File: config.mk
export PLATFORM = sky130hd
export DESIGN_NAME = watch_calendar
export DESIGN_NICKNAME = d
export VERILOG_FILES = /design/src/rtl/watch_pkg.sv /design/src/rtl/watch_month_len.sv /design/src/rtl/watch_calendar.sv
export SDC_FILE = /design/constraint.sdc
export NUM_CORES = 1
export LEC_CHECK = 0
export CORE_MARGIN = 2
export CORE_UTILIZATION = 48
export DETAILED_ROUTE_END_ITERATION = 6
export GPL_ROUTABILITY_DRIVEN = 0
export PLACE_DENSITY = 0.84
export SLEW_MARGIN = 0
export SYNTH_ARGS = -nofsm -noshare
export SYNTH_HDL_FRONTEND = slang
export SYNTH_HIERARCHICAL = 1
export SYNTH_SLANG_ARGS = --single-unit
File: constraint.sdc
create_clock -name clk -period 3.5 [get_ports clk]
set_input_delay 0.35 -clock clk [delete_from_list [all_inputs] [get_ports clk]]
set_output_delay 0.35 -clock clk [all_outputs]
set_load 0.02 [all_outputs]
File: src/rtl/watch_pkg.sv
// Shared constants and field types for the watch calendar.
package watch_pkg;

    localparam int unsigned HOUR_W  = 5;
    localparam int unsigned MIN_W   = 6;
    localparam int unsigned SEC_W   = 6;
    localparam int unsigned MONTH_W = 4;
    localparam int unsigned DAY_W   = 5;
    localparam int unsigned WDAY_W  = 3;

    localparam logic [HOUR_W-1:0] MAX_HOUR = HOUR_W'(23);
    localparam logic [MIN_W-1:0]  MAX_MIN  = MIN_W'(59);
    localparam logic [SEC_W-1:0]  MAX_SEC  = SEC_W'(59);
    localparam logic [WDAY_W-1:0] MAX_WDAY = WDAY_W'(6);

    localparam logic [MONTH_W-1:0] JAN = MONTH_W'(1);
    localparam logic [MONTH_W-1:0] FEB = MONTH_W'(2);
    localparam logic [MONTH_W-1:0] MAR = MONTH_W'(3);
    localparam logic [MONTH_W-1:0] APR = MONTH_W'(4);
    localparam logic [MONTH_W-1:0] MAY = MONTH_W'(5);
    localparam logic [MONTH_W-1:0] JUN = MONTH_W'(6);
    localparam logic [MONTH_W-1:0] JUL = MONTH_W'(7);
    localparam logic [MONTH_W-1:0] AUG = MONTH_W'(8);
    localparam logic [MONTH_W-1:0] SEP = MONTH_W'(9);
    localparam logic [MONTH_W-1:0] OCT = MONTH_W'(10);
    localparam logic [MONTH_W-1:0] NOV = MONTH_W'(11);
    localparam logic [MONTH_W-1:0] DEC = MONTH_W'(12);

    typedef struct packed {
        logic [HOUR_W-1:0] hour;
        logic [MIN_W-1:0]  minute;
        logic [SEC_W-1:0]  second;
    } time_t;

    localparam int unsigned TIME_W = $bits(time_t);

endpackage

File: src/rtl/watch_month_len.sv
// Days in a month; February honours leap years only when WATCH_LEAP_YEAR_EN is defined.
module watch_month_len
    import watch_pkg::*;
#(
    parameter int unsigned YEAR_W = 12
) (
    input  logic [MONTH_W-1:0] month_i,
    input  logic [YEAR_W-1:0]  year_i,
    output logic [DAY_W-1:0]   len_o
);

    logic leap;

`ifdef WATCH_LEAP_YEAR_EN
    logic [16:0] yr;
    assign yr   = 17'(year_i);
    assign leap = ((yr % 17'd4) == 17'd0) &&
                  (((yr % 17'd100) != 17'd0) || ((yr % 17'd400) == 17'd0));
`else
    logic unused_year;
    assign unused_year = ^year_i;
    assign leap        = 1'b0;
`endif

    // Out-of-range months report zero so any day fails validation.
    always_comb begin
        len_o = '0;
        case (month_i)
            JAN, MAR, MAY, JUL, AUG, OCT, DEC: len_o = DAY_W'(31);
            APR, JUN, SEP, NOV:                len_o = DAY_W'(30);
            FEB:                               len_o = leap ? DAY_W'(29) : DAY_W'(28);
            default:                           len_o = '0;
        endcase
    end

endmodule

File: src/rtl/watch_calendar.sv
// Watch time/date counter with prescaler, validated set and rollover pulses.
// Build option: WATCH_LEAP_YEAR_EN enables Gregorian leap-year February.
module watch_calendar
    import watch_pkg::*;
#(
    parameter int unsigned YEAR_W   = 12,
    parameter int unsigned YEAR_MIN = 1,
    parameter int unsigned TICK_DIV = 1
) (
    input  logic                clk,
    input  logic                rst,
    input  logic                en,
    input  logic                set_time,
    input  logic [TIME_W-1:0]   time_in,
    input  logic                set_date,
    input  logic [YEAR_W+8:0]   date_in,
    input  logic [WDAY_W-1:0]   wday_in,
    output logic [YEAR_W-1:0]   year,
    output logic [MONTH_W-1:0]  month,
    output logic [DAY_W-1:0]    day,
    output logic [HOUR_W-1:0]   hour,
    output logic [MIN_W-1:0]    minute,
    output logic [SEC_W-1:0]    second,
    output logic [WDAY_W-1:0]   wday,
    output logic                tick_sec,
    output logic                day_roll,
    output logic                set_err
);

    localparam int unsigned PRESC_W = (TICK_DIV > 1) ? $clog2(TICK_DIV) : 1;
    localparam logic [PRESC_W-1:0] PRESC_LAST = PRESC_W'(TICK_DIV - 1);
    localparam logic [YEAR_W-1:0]  YEAR_RST   = YEAR_W'(YEAR_MIN);
    localparam logic [YEAR_W-1:0]  YEAR_TOP   = '1;

    logic [PRESC_W-1:0] presc_q, presc_d;
    logic [YEAR_W-1:0]  year_q, year_d;
    logic [MONTH_W-1:0] month_q, month_d;
    logic [DAY_W-1:0]   day_q, day_d;
    logic [HOUR_W-1:0]  hour_q, hour_d;
    logic [MIN_W-1:0]   min_q, min_d;
    logic [SEC_W-1:0]   sec_q, sec_d;
    logic [WDAY_W-1:0]  wday_q, wday_d;
    logic               tick_q, tick_d;
    logic               roll_q, roll_d;
    logic               err_q, err_d;

    time_t              t_in;
    logic [YEAR_W-1:0]  d_year;
    logic [MONTH_W-1:0] d_month;
    logic [DAY_W-1:0]   d_day;
    logic [DAY_W-1:0]   cur_len, set_len;
    logic               tick_c, day_carry_c, time_ok_c, date_ok_c;

    assign t_in    = time_t'(time_in);
    assign d_year  = date_in[YEAR_W+8:9];
    assign d_month = date_in[8:5];
    assign d_day   = date_in[4:0];

    watch_month_len #(.YEAR_W(YEAR_W)) u_len_cnt (
        .month_i (month_q),
        .year_i  (year_q),
        .len_o   (cur_len)
    );

    watch_month_len #(.YEAR_W(YEAR_W)) u_len_set (
        .month_i (d_month),
        .year_i  (d_year),
        .len_o   (set_len)
    );

    assign time_ok_c = (t_in.hour <= MAX_HOUR) && (t_in.minute <= MAX_MIN) &&
                       (t_in.second <= MAX_SEC);
    assign date_ok_c = (d_month >= JAN) && (d_month <= DEC) && (d_day != '0) &&
                       (d_day <= set_len) && (d_year >= YEAR_RST) && (wday_in <= MAX_WDAY);

    // A set_time restarts the second, so a coincident tick is dropped.
    assign tick_c = en && (presc_q == PRESC_LAST) && !set_time;

    always_comb begin
        presc_d     = presc_q;
        year_d      = year_q;
        month_d     = month_q;
        day_d       = day_q;
        hour_d      = hour_q;
        min_d       = min_q;
        sec_d       = sec_q;
        wday_d      = wday_q;
        day_carry_c = 1'b0;

        if (set_time) begin
            presc_d = '0;
        end else if (en) begin
            presc_d = (presc_q == PRESC_LAST) ? '0 : presc_q + PRESC_W'(1);
        end

        if (tick_c) begin
            if (sec_q == MAX_SEC) begin
                sec_d = '0;
                if (min_q == MAX_MIN) begin
                    min_d = '0;
                    if (hour_q == MAX_HOUR) begin
                        hour_d      = '0;
                        day_carry_c = 1'b1;
                    end else begin
                        hour_d = hour_q + HOUR_W'(1);
                    end
                end else begin
                    min_d = min_q + MIN_W'(1);
                end
            end else begin
                sec_d = sec_q + SEC_W'(1);
            end
        end

        // Date load takes priority over the day carry from the same tick.
        if (set_date && date_ok_c) begin
            year_d  = d_year;
            month_d = d_month;
            day_d   = d_day;
            wday_d  = wday_in;
        end else if (day_carry_c) begin
            wday_d = (wday_q == MAX_WDAY) ? '0 : wday_q + WDAY_W'(1);
            if (day_q == cur_len) begin
                day_d = DAY_W'(1);
                if (month_q == DEC) begin
                    month_d = JAN;
                    year_d  = (year_q == YEAR_TOP) ? YEAR_RST : year_q + YEAR_W'(1);
                end else begin
                    month_d = month_q + MONTH_W'(1);
                end
            end else begin
                day_d = day_q + DAY_W'(1);
            end
        end

        if (set_time && time_ok_c) begin
            hour_d = t_in.hour;
            min_d  = t_in.minute;
            sec_d  = t_in.second;
        end

        tick_d = tick_c;
        roll_d = day_carry_c && !(set_date && date_ok_c);
        err_d  = (set_time && !time_ok_c) || (set_date && !date_ok_c);
    end

    always_ff @(posedge clk or negedge rst) begin
        if (!rst) begin
            presc_q <= '0;
            year_q  <= YEAR_RST;
            month_q <= JAN;
            day_q   <= DAY_W'(1);
            hour_q  <= '0;
            min_q   <= '0;
            sec_q   <= '0;
            wday_q  <= '0;
            tick_q  <= 1'b0;
            roll_q  <= 1'b0;
            err_q   <= 1'b0;
        end else begin
            presc_q <= presc_d;
            year_q  <= year_d;
            month_q <= month_d;
            day_q   <= day_d;
            hour_q  <= hour_d;
            min_q   <= min_d;
            sec_q   <= sec_d;
            wday_q  <= wday_d;
            tick_q  <= tick_d;
            roll_q  <= roll_d;
            err_q   <= err_d;
        end
    end

    assign year     = year_q;
    assign month    = month_q;
    assign day      = day_q;
    assign hour     = hour_q;
    assign minute   = min_q;
    assign second   = sec_q;
    assign wday     = wday_q;
    assign tick_sec = tick_q;
    assign day_roll = roll_q;
    assign set_err  = err_q;

endmodule

Word-level counts from Yosys, hierarchy flattened
Cells that the tools add are included.
{"block": "totals", "out_inout_bits": 44, "elab_cells": 129, "ram_bits": 0, "reg_bits": 45, "romBits": 0, "latch_bits": 0, "n_memories": 0}
{"block": "op_classes", "magnitude_cmp": 8, "eq_ne": 30, "multipliers": 0, "n_reduce_logical": 35, "shift": 0, "add_sub_neg": 8, "muxes": 36, "bitwise_logic": 1, "div": 0}
{"cell": "$mux 12", "count": 5}
{"cell": "$mux 6", "count": 7}
{"cell": "$eq 4x4->1 const B", "count": 10}
{"cell": "$mux 5", "count": 8}
{"cell": "$eq 4x3->1 const B", "count": 8}
{"cell": "$pmux 5 s3", "count": 2}
{"cell": "$eq 4x2->1 const B", "count": 4}
{"cell": "$mux 4", "count": 4}
{"cell": "$logic_and 1x1->1", "count": 14}
{"cell": "$reduce_bool 2->1", "count": 7}
{"cell": "$reduce_or 7->1", "count": 2}
{"cell": "$add 12x1->12 const B", "count": 1}
{"cell": "$add 6x1->6 const B", "count": 2}
{"cell": "$eq 12x12->1 const B", "count": 1}
{"cell": "$eq 6x6->1 const B", "count": 2}
{"cell": "$ge 12x1->1 const B", "count": 1}
{"cell": "$le 6x6->1 const B", "count": 2}
{"cell": "$add 5x1->5 const B", "count": 2}
{"cell": "$mux 3", "count": 3}
{"cell": "$eq 4x1->1 const B", "count": 2}
{"cell": "$reduce_or 4->1", "count": 2}
{"cell": "$mux 1", "count": 7}
{"cell": "$reduce_and 3->1", "count": 2}
{"cell": "$eq 5x5->1", "count": 1}
{"cell": "15 further kinds", "count": 19}

Longest topological paths before layout
Gate-level depths: netlist (run 1).
{"block": "logic_depth", "ltp_word": 10, "ltp_mapped": 12}

By module
The synthesis (run 1) kept the hierarchy.
{"module": "watch_calendar", "area_per_inst_um2": 2996.6, "n_inst": 1, "cells_per_inst": 349, "seq_area_each_um2": 1104.8}
{"module": "watch_month_len", "area_per_inst_um2": 72.6, "n_inst": 2, "cells_per_inst": 11, "seq_area_each_um2": 0.0}

Worst setup path after synthesis (run 1)
Ideal clock, no wire load.
{"block": "synth_path", "kind": "input -> register", "from": "input date_in[6]", "to": "register month_q[1] (netlist: month[1])", "n_path_buf": 3, "setup_slack_ps": 745, "arrival_time_ps": 2620, "stages": 11, "path_cell_list": "o211a_1 nor2_1 buf_4 inv_1 ha_1 nand4_1 or2_2 a2111oi_2 buf_2 clkbuf_1 o21ai_0"}
{"block": "synth_via", "elab_chain_cells": 10, "word_cells_on_any_way": 28}
{"element": "start: declaration", "line_no": "watch_calendar.sv:16", "text": "input logic [YEAR_W+8:0] date_in,"}
{"element": "$eq 4x1->1 (tied with other cells)", "line_no": "watch_month_len.sv:28", "text": "case (month_i)"}
{"element": "$reduce_or 7->1 / $reduce_or 4->1 (equally long branches)", "line_no": "watch_month_len.sv:28"}
{"element": "$pmux 5 s3 *", "line_no": "watch_month_len.sv:28"}
{"element": "named net set_len[2]", "line_no": "watch_calendar.sv:51", "text": "logic [DAY_W-1:0] cur_len, set_len;"}
{"element": "$le 5x5->1 *", "line_no": "watch_calendar.sv:74", "text": "(d_day <= set_len) && (d_year >= YEAR_RST) && (wday_in <= MAX_WDAY);"}
{"element": "$logic_and 1x1->1 *", "line_no": "watch_calendar.sv:73", "text": "assign date_ok_c = (d_month >= JAN) && (d_month <= DEC) && (d_day != '0) &&"}
{"element": "$logic_and 1x1->1 * (2 in series)", "line_no": "watch_calendar.sv:74"}
{"element": "$logic_and 1x1->1 *", "line_no": "watch_calendar.sv:116", "text": "if (set_date && date_ok_c) begin"}
{"element": "$reduce_bool 2->1 (no line)"}
{"element": "$reduce_and 2->1 (no line)"}
{"element": "end signal: assignment", "line_no": "watch_calendar.sv:163", "text": "month_q <= month_d;"}
{"element": "end: declaration", "line_no": "watch_calendar.sv:37", "text": "logic [MONTH_W-1:0] month_q, month_d;"}
The timed path passes the listed nets; every way through them passes the cells marked *.
A chain may end at the register's enable or synchronous reset.

Worst setup path after layout (run 1)
{"block": "layout_path", "from": "input date_in[5]", "to": "register month_q[2] (netlist: month[2])"}
Same word-level chain as after synthesis.

==> results_tabular.tex, run 1 <==
\begin{tabular}{lr}
\hline
Metric & Value \\
\hline
\multicolumn{2}{l}{\textbf{Place}} \\
Number of port buffers & slightly below 90 \\
Sum of net half-perimeters after detailed placement & 6.38 mm \\
Placed Area & roughly 4000 sq um \\
Number of placed instances, taps included & 523 \\
Worst-case setup slack after placement & 0.149 ns \\
\multicolumn{2}{l}{\textbf{Critical path}} \\
Slowest cell on the critical path & clkdlybuf4s50\_1 \\
Worst R2R End & year[11] \\
Start of the worst register-to-register path & month[1] \\
Required time worst endpoint & 3.67 ns \\
Origin of the worst setup path & date\_in[5] \\
Cell breakdown of the critical path & clkdlybuf4s50\_1 > o211a\_1 > nor2\_1 > inv\_1 > ha\_1 > nand4\_1 > or2\_2 > a2111oi\_4 > buf\_4 > nor2b\_1 > a31oi\_1 \\
Number of cells on the worst reg-to-reg path & 7 \\
Arrival @ worst endpoint & approximately 3.2 ns \\
Kind of start point of the critical path & input pin \\
Worst setup endpoint & month[2] \\
Slowest cell delay on critical path & approximately 0.5 ns \\
Maximum fanout encountered on the critical timing path & 39 \\
Worst Path Class, Setup & input pin to register \\
Kind of end point of the critical path & register \\
Setup slack of the most critical reg-to-reg path & 0.72 ns \\
\multicolumn{2}{l}{\textbf{Power}} \\
Maximum VDD drop & 327 uV \\
Sum of internal, switching and leakage power & $\sim$2.2 mW \\
Cell area power density & 531 nW/um\^{}2 \\
Leakage power & 1.66 nW \\
\multicolumn{2}{l}{\textbf{Drt}} \\
Wire length per cell after detailed routing & 15.8 um \\
Via count & 3225 \\
Initial DRT Pass Iterations & 5 \\
Post-detailed-route count of antenna-violating nets & 0 \\
Average vias per placed instance & between 6 and 7 \\
Detailed-route wire length & approximately 8.4 mm \\
DRC violations left & 0 \\
Initial drt markers & 149 \\
\multicolumn{2}{l}{\textbf{STA}} \\
Measured slew at the worst slew-check pin & approximately 1 ns \\
Setup Total Neg Slack & 0 ns \\
Final period demand of the worst path & 3.05 ns \\
Final Skew & 0.00661 ns \\
Ratio of final minimum period to clock period & 87.0\% \\
RSZ-0062 raised after global routing & false \\
Count of final setup violators & 0 \\
Final-report max-slew violation count & 0 \\
Worst hold slack across all endpoints & between 0.2 and 0.25 ns \\
Highest achievable clock rate & approximately 330 MHz \\
Post-route worst setup slack & 0.455 ns \\
Final Hold Violating Endpoints & 0 \\
Slew HR & 33.4\% \\
\multicolumn{2}{l}{\textbf{Cells and area}} \\
Leading cell types in the layout, fill and taps excluded & 88 x clkdlybuf4s50\_1, 41 x dfrtp\_1, 36 x nand2\_1, 25 x nor2\_1, 25 x o21ai\_0 \\
Final instance area & 4180 sq um \\
Post-layout instance count excluding filler cells & approximately 530 \\
Share of final-layout standard cells stronger than drive strength 1 & under 10\% \\
Diodes inserted & 0 \\
Final \#Nets & slightly above 500 \\
Synthesis-to-layout area growth & 32.9\% \\
Most frequent standard cell in the layout excluding fill and tap cells & clkdlybuf4s50\_1 \\
Post-route core utilization & between 60\% and 70\% \\
\multicolumn{2}{l}{\textbf{Clocking}} \\
Sink Count & 44 \\
Clock insertion delay at the later pin of the skew report & roughly 0.30 ns \\
Number of buffers created by CTS & 5 \\
Hold bufs inserted after CTS & 0 \\
Cts repair resizes & 0 \\
\# Post-CTS Setup Buffers & 0 \\
Count of H-tree levels built during CTS & 2 \\
Deepest clock path buffer count & 2 \\
CTS root buffer & clkbuf\_8 \\
Clock slew at reported path FFs & 0.08 ns \\
TritonCTS clock tree & built \\
\multicolumn{2}{l}{\textbf{Synth}} \\
Mux cell area share after synthesis & 1.63\% \\
EDFF count, synth & 0 \\
Share of the synthesized area in compound gates (AO/OA/AOI/OAI) & roughly 22\% \\
Cells after synthesis & 371 \\
Combinational family with the most area after synthesis & simple AND/OR/NAND/NOR gates \\
Predominant post-synthesis flop cell & dfrtp\_1 \\
Mapped Area & 3140 sq um \\
Proportion of register bits with asynchronous set or reset after synthesis & 100\% \\
Number of nets produced by synthesis & 429 \\
Synth Area in Simple Gates & between 20 and 30\% \\
Warnings, synthesis & 6 \\
Netlist cell types & 65 \\
Average footprint of a synthesized cell & 8.47 sq um \\
Adder-Cell Fraction of Synth Area & approximately 4.8\% \\
Sequential area share after synthesis & 35.2\% \\
Flip-flop and latch count after synthesis & between 40 and 50 \\
Post-synthesis share of cell area spent on xor and xnor gates & 2.23\% \\
\multicolumn{2}{l}{\textbf{Die}} \\
Standard-cell rows & 29 \\
Initial cell density of the core & 49.5\% \\
Die H & 84.9 um \\
I/O pin count & 90 \\
Standard cell core area & 6350 sq um \\
Overall die area & 7210 sq um \\
Horizontal extent of the die & 84.9 um \\
\multicolumn{2}{l}{\textbf{GRT}} \\
Total track usage & 23.3\% \\
Number of global-route vias before repair & between 3000 and 4000 \\
Congestion Overflow GR & 0 \\
First-pass GRT wire length & 13.9 mm \\
Initial antenna violation count & 0 \\
Maximum number of pins on one net before global-route repair & 45 \\
\multicolumn{2}{l}{\textbf{Worst hold path}} \\
Worst Hold Class & input pin to async pin \\
\multicolumn{2}{l}{\textbf{Run status}} \\
Status & completed \\
\multicolumn{2}{l}{\textbf{Run}} \\
Number of max-cap violations & 0 \\
\hline
\end{tabular}
where the power goes:
group	switching, mW	internal (mW)	total, mW
Combinational	0.541	0.473	1.01
Sequential	0.184	0.633	0.816
Clock	0.174	0.212	0.386
Total	0.898	1.32	2.22
synthesized netlist by cell type, types with 4 or more instances:
| cell type | count | share of area, % |
|---|---|---|
| nor4_1 | 14 | 2.8 |
| xnor2_1 | 8 | 2.2 |
| dfrtp_1 | 41 | 33 |
| inv_1 | 20 | 2.4 |
| o21ai_0 | 25 | 4.0 |
| nor2_1 | 25 | 3.0 |
| and3_1 | 8 | 1.6 |
| clkbuf_1 | 8 | 0.96 |
| a21oi_1 | 23 | 3.7 |
| nand2_1 | 36 | 4.3 |
| o31a_1 | 4 | 1.1 |
| mux2i_1 | 4 | 1.3 |
| nand3_1 | 17 | 2.7 |
| nand2b_1 | 5 | 1.0 |
| buf_4 | 4 | 0.96 |
| a2bb2oi_1 | 7 | 2.0 |
| nor3_1 | 6 | 0.96 |
| ha_1 | 12 | 4.8 |
| nand4_1 | 12 | 2.4 |
| a221oi_1 | 4 | 1.1 |
| a31oi_1 | 10 | 2.0 |
| nor2b_1 | 6 | 1.2 |
worst max-delay path, delay by kind of cell:
kind / cells / cell delay, ns
compound gates: 3 / 0.70
buf+inv: 3 / 0.97
simple gates: 4 / 0.88
fa+ha+maj: 1 / 0.32
layout make-up:
class                           count  area [sq um]
Clock buffer                        6          72.6
Clock inverter                      2          35.0
Fill cell                         534          2170
Inverter                           22          82.6
Multi-Input combinational cell    290          1890
Sequential cell                    44          1100
Tap cell                           77          96.3
Timing Repair Buffer               90           893
flip-flops by register name (all words and copies together), names as in the netlist:
register  flops
set_err       1
minute        6
tick_sec      1
day           5
hour          5
wday          3
year         12
second        6
month         4
day_roll      1
logic make-up (layout without fill, tap and decap cells):
group | count (synthesis) | count (layout)
AND/OR/NAND/NOR | 159 | 159
AO/OA/AOI/OAI | 106 | 106
flip-flops | 44 | 44
buffers and inverters | 37 | 120
adder cells (fa/ha/maj) | 12 | 12
XOR/XNOR | 8 | 8
multiplexers | 5 | 5
worst min-delay path by stage:
| stage | startpoint | slack [ns] | depth (start not counted) | end |
|---|---|---|---|---|
| 2_1_floorplan | rst | 0.05 | 0 | day[1] |
| 3_3_place_gp | second[1] | 0.52 | 2 | second[1] |
| 3_5_place_dp | hour[1] | 0.54 | 2 | hour[1] |
| 4_1_cts | rst | 0.25 | 1 | month[1] |
| 5_1_grt | rst | 0.29 | 1 | month[1] |
| 6_report | rst | 0.22 | 1 | wday[0] |
routing by layer:
metal / up-vias / track usage, % / part of all wire [%] / wire length, um
met2: 117 / 40.3 / 51 / 4260
met5: - / 0 / 0 / 0
li1: 1557 / - / - / -
met3: 17 / 3.70 / 5.4 / 450
met1: 1534 / 30.3 / 42 / 3570
met4: 0 / 6.35 / 1.5 / 128
No activity file was read; power rests on OpenSTA's default activity.
==> run 2, diff against run 1 <==
--- a/config.mk
+++ b/config.mk
@@ -5,6 +5,7 @@
 export SDC_FILE = /design/constraint.sdc
 export NUM_CORES = 1
 export LEC_CHECK = 0
+export ABC_AREA = 0
 export CORE_MARGIN = 2
 export CORE_UTILIZATION = 48
 export DETAILED_ROUTE_END_ITERATION = 6
==> results of run 2 <==
Final layout, timing and power as in run 1 (identical DEF).
==> run 3, diff against run 2 <==
--- a/config.mk
+++ b/config.mk
@@ -11,6 +11,7 @@
 export DETAILED_ROUTE_END_ITERATION = 6
 export GPL_ROUTABILITY_DRIVEN = 0
 export PLACE_DENSITY = 0.84
+export SKIP_CTS_REPAIR_TIMING = 1
 export SLEW_MARGIN = 0
 export SYNTH_ARGS = -nofsm -noshare
 export SYNTH_HDL_FRONTEND = slang
==> results of run 3 <==
Final layout, timing and power as in run 1 (identical DEF).
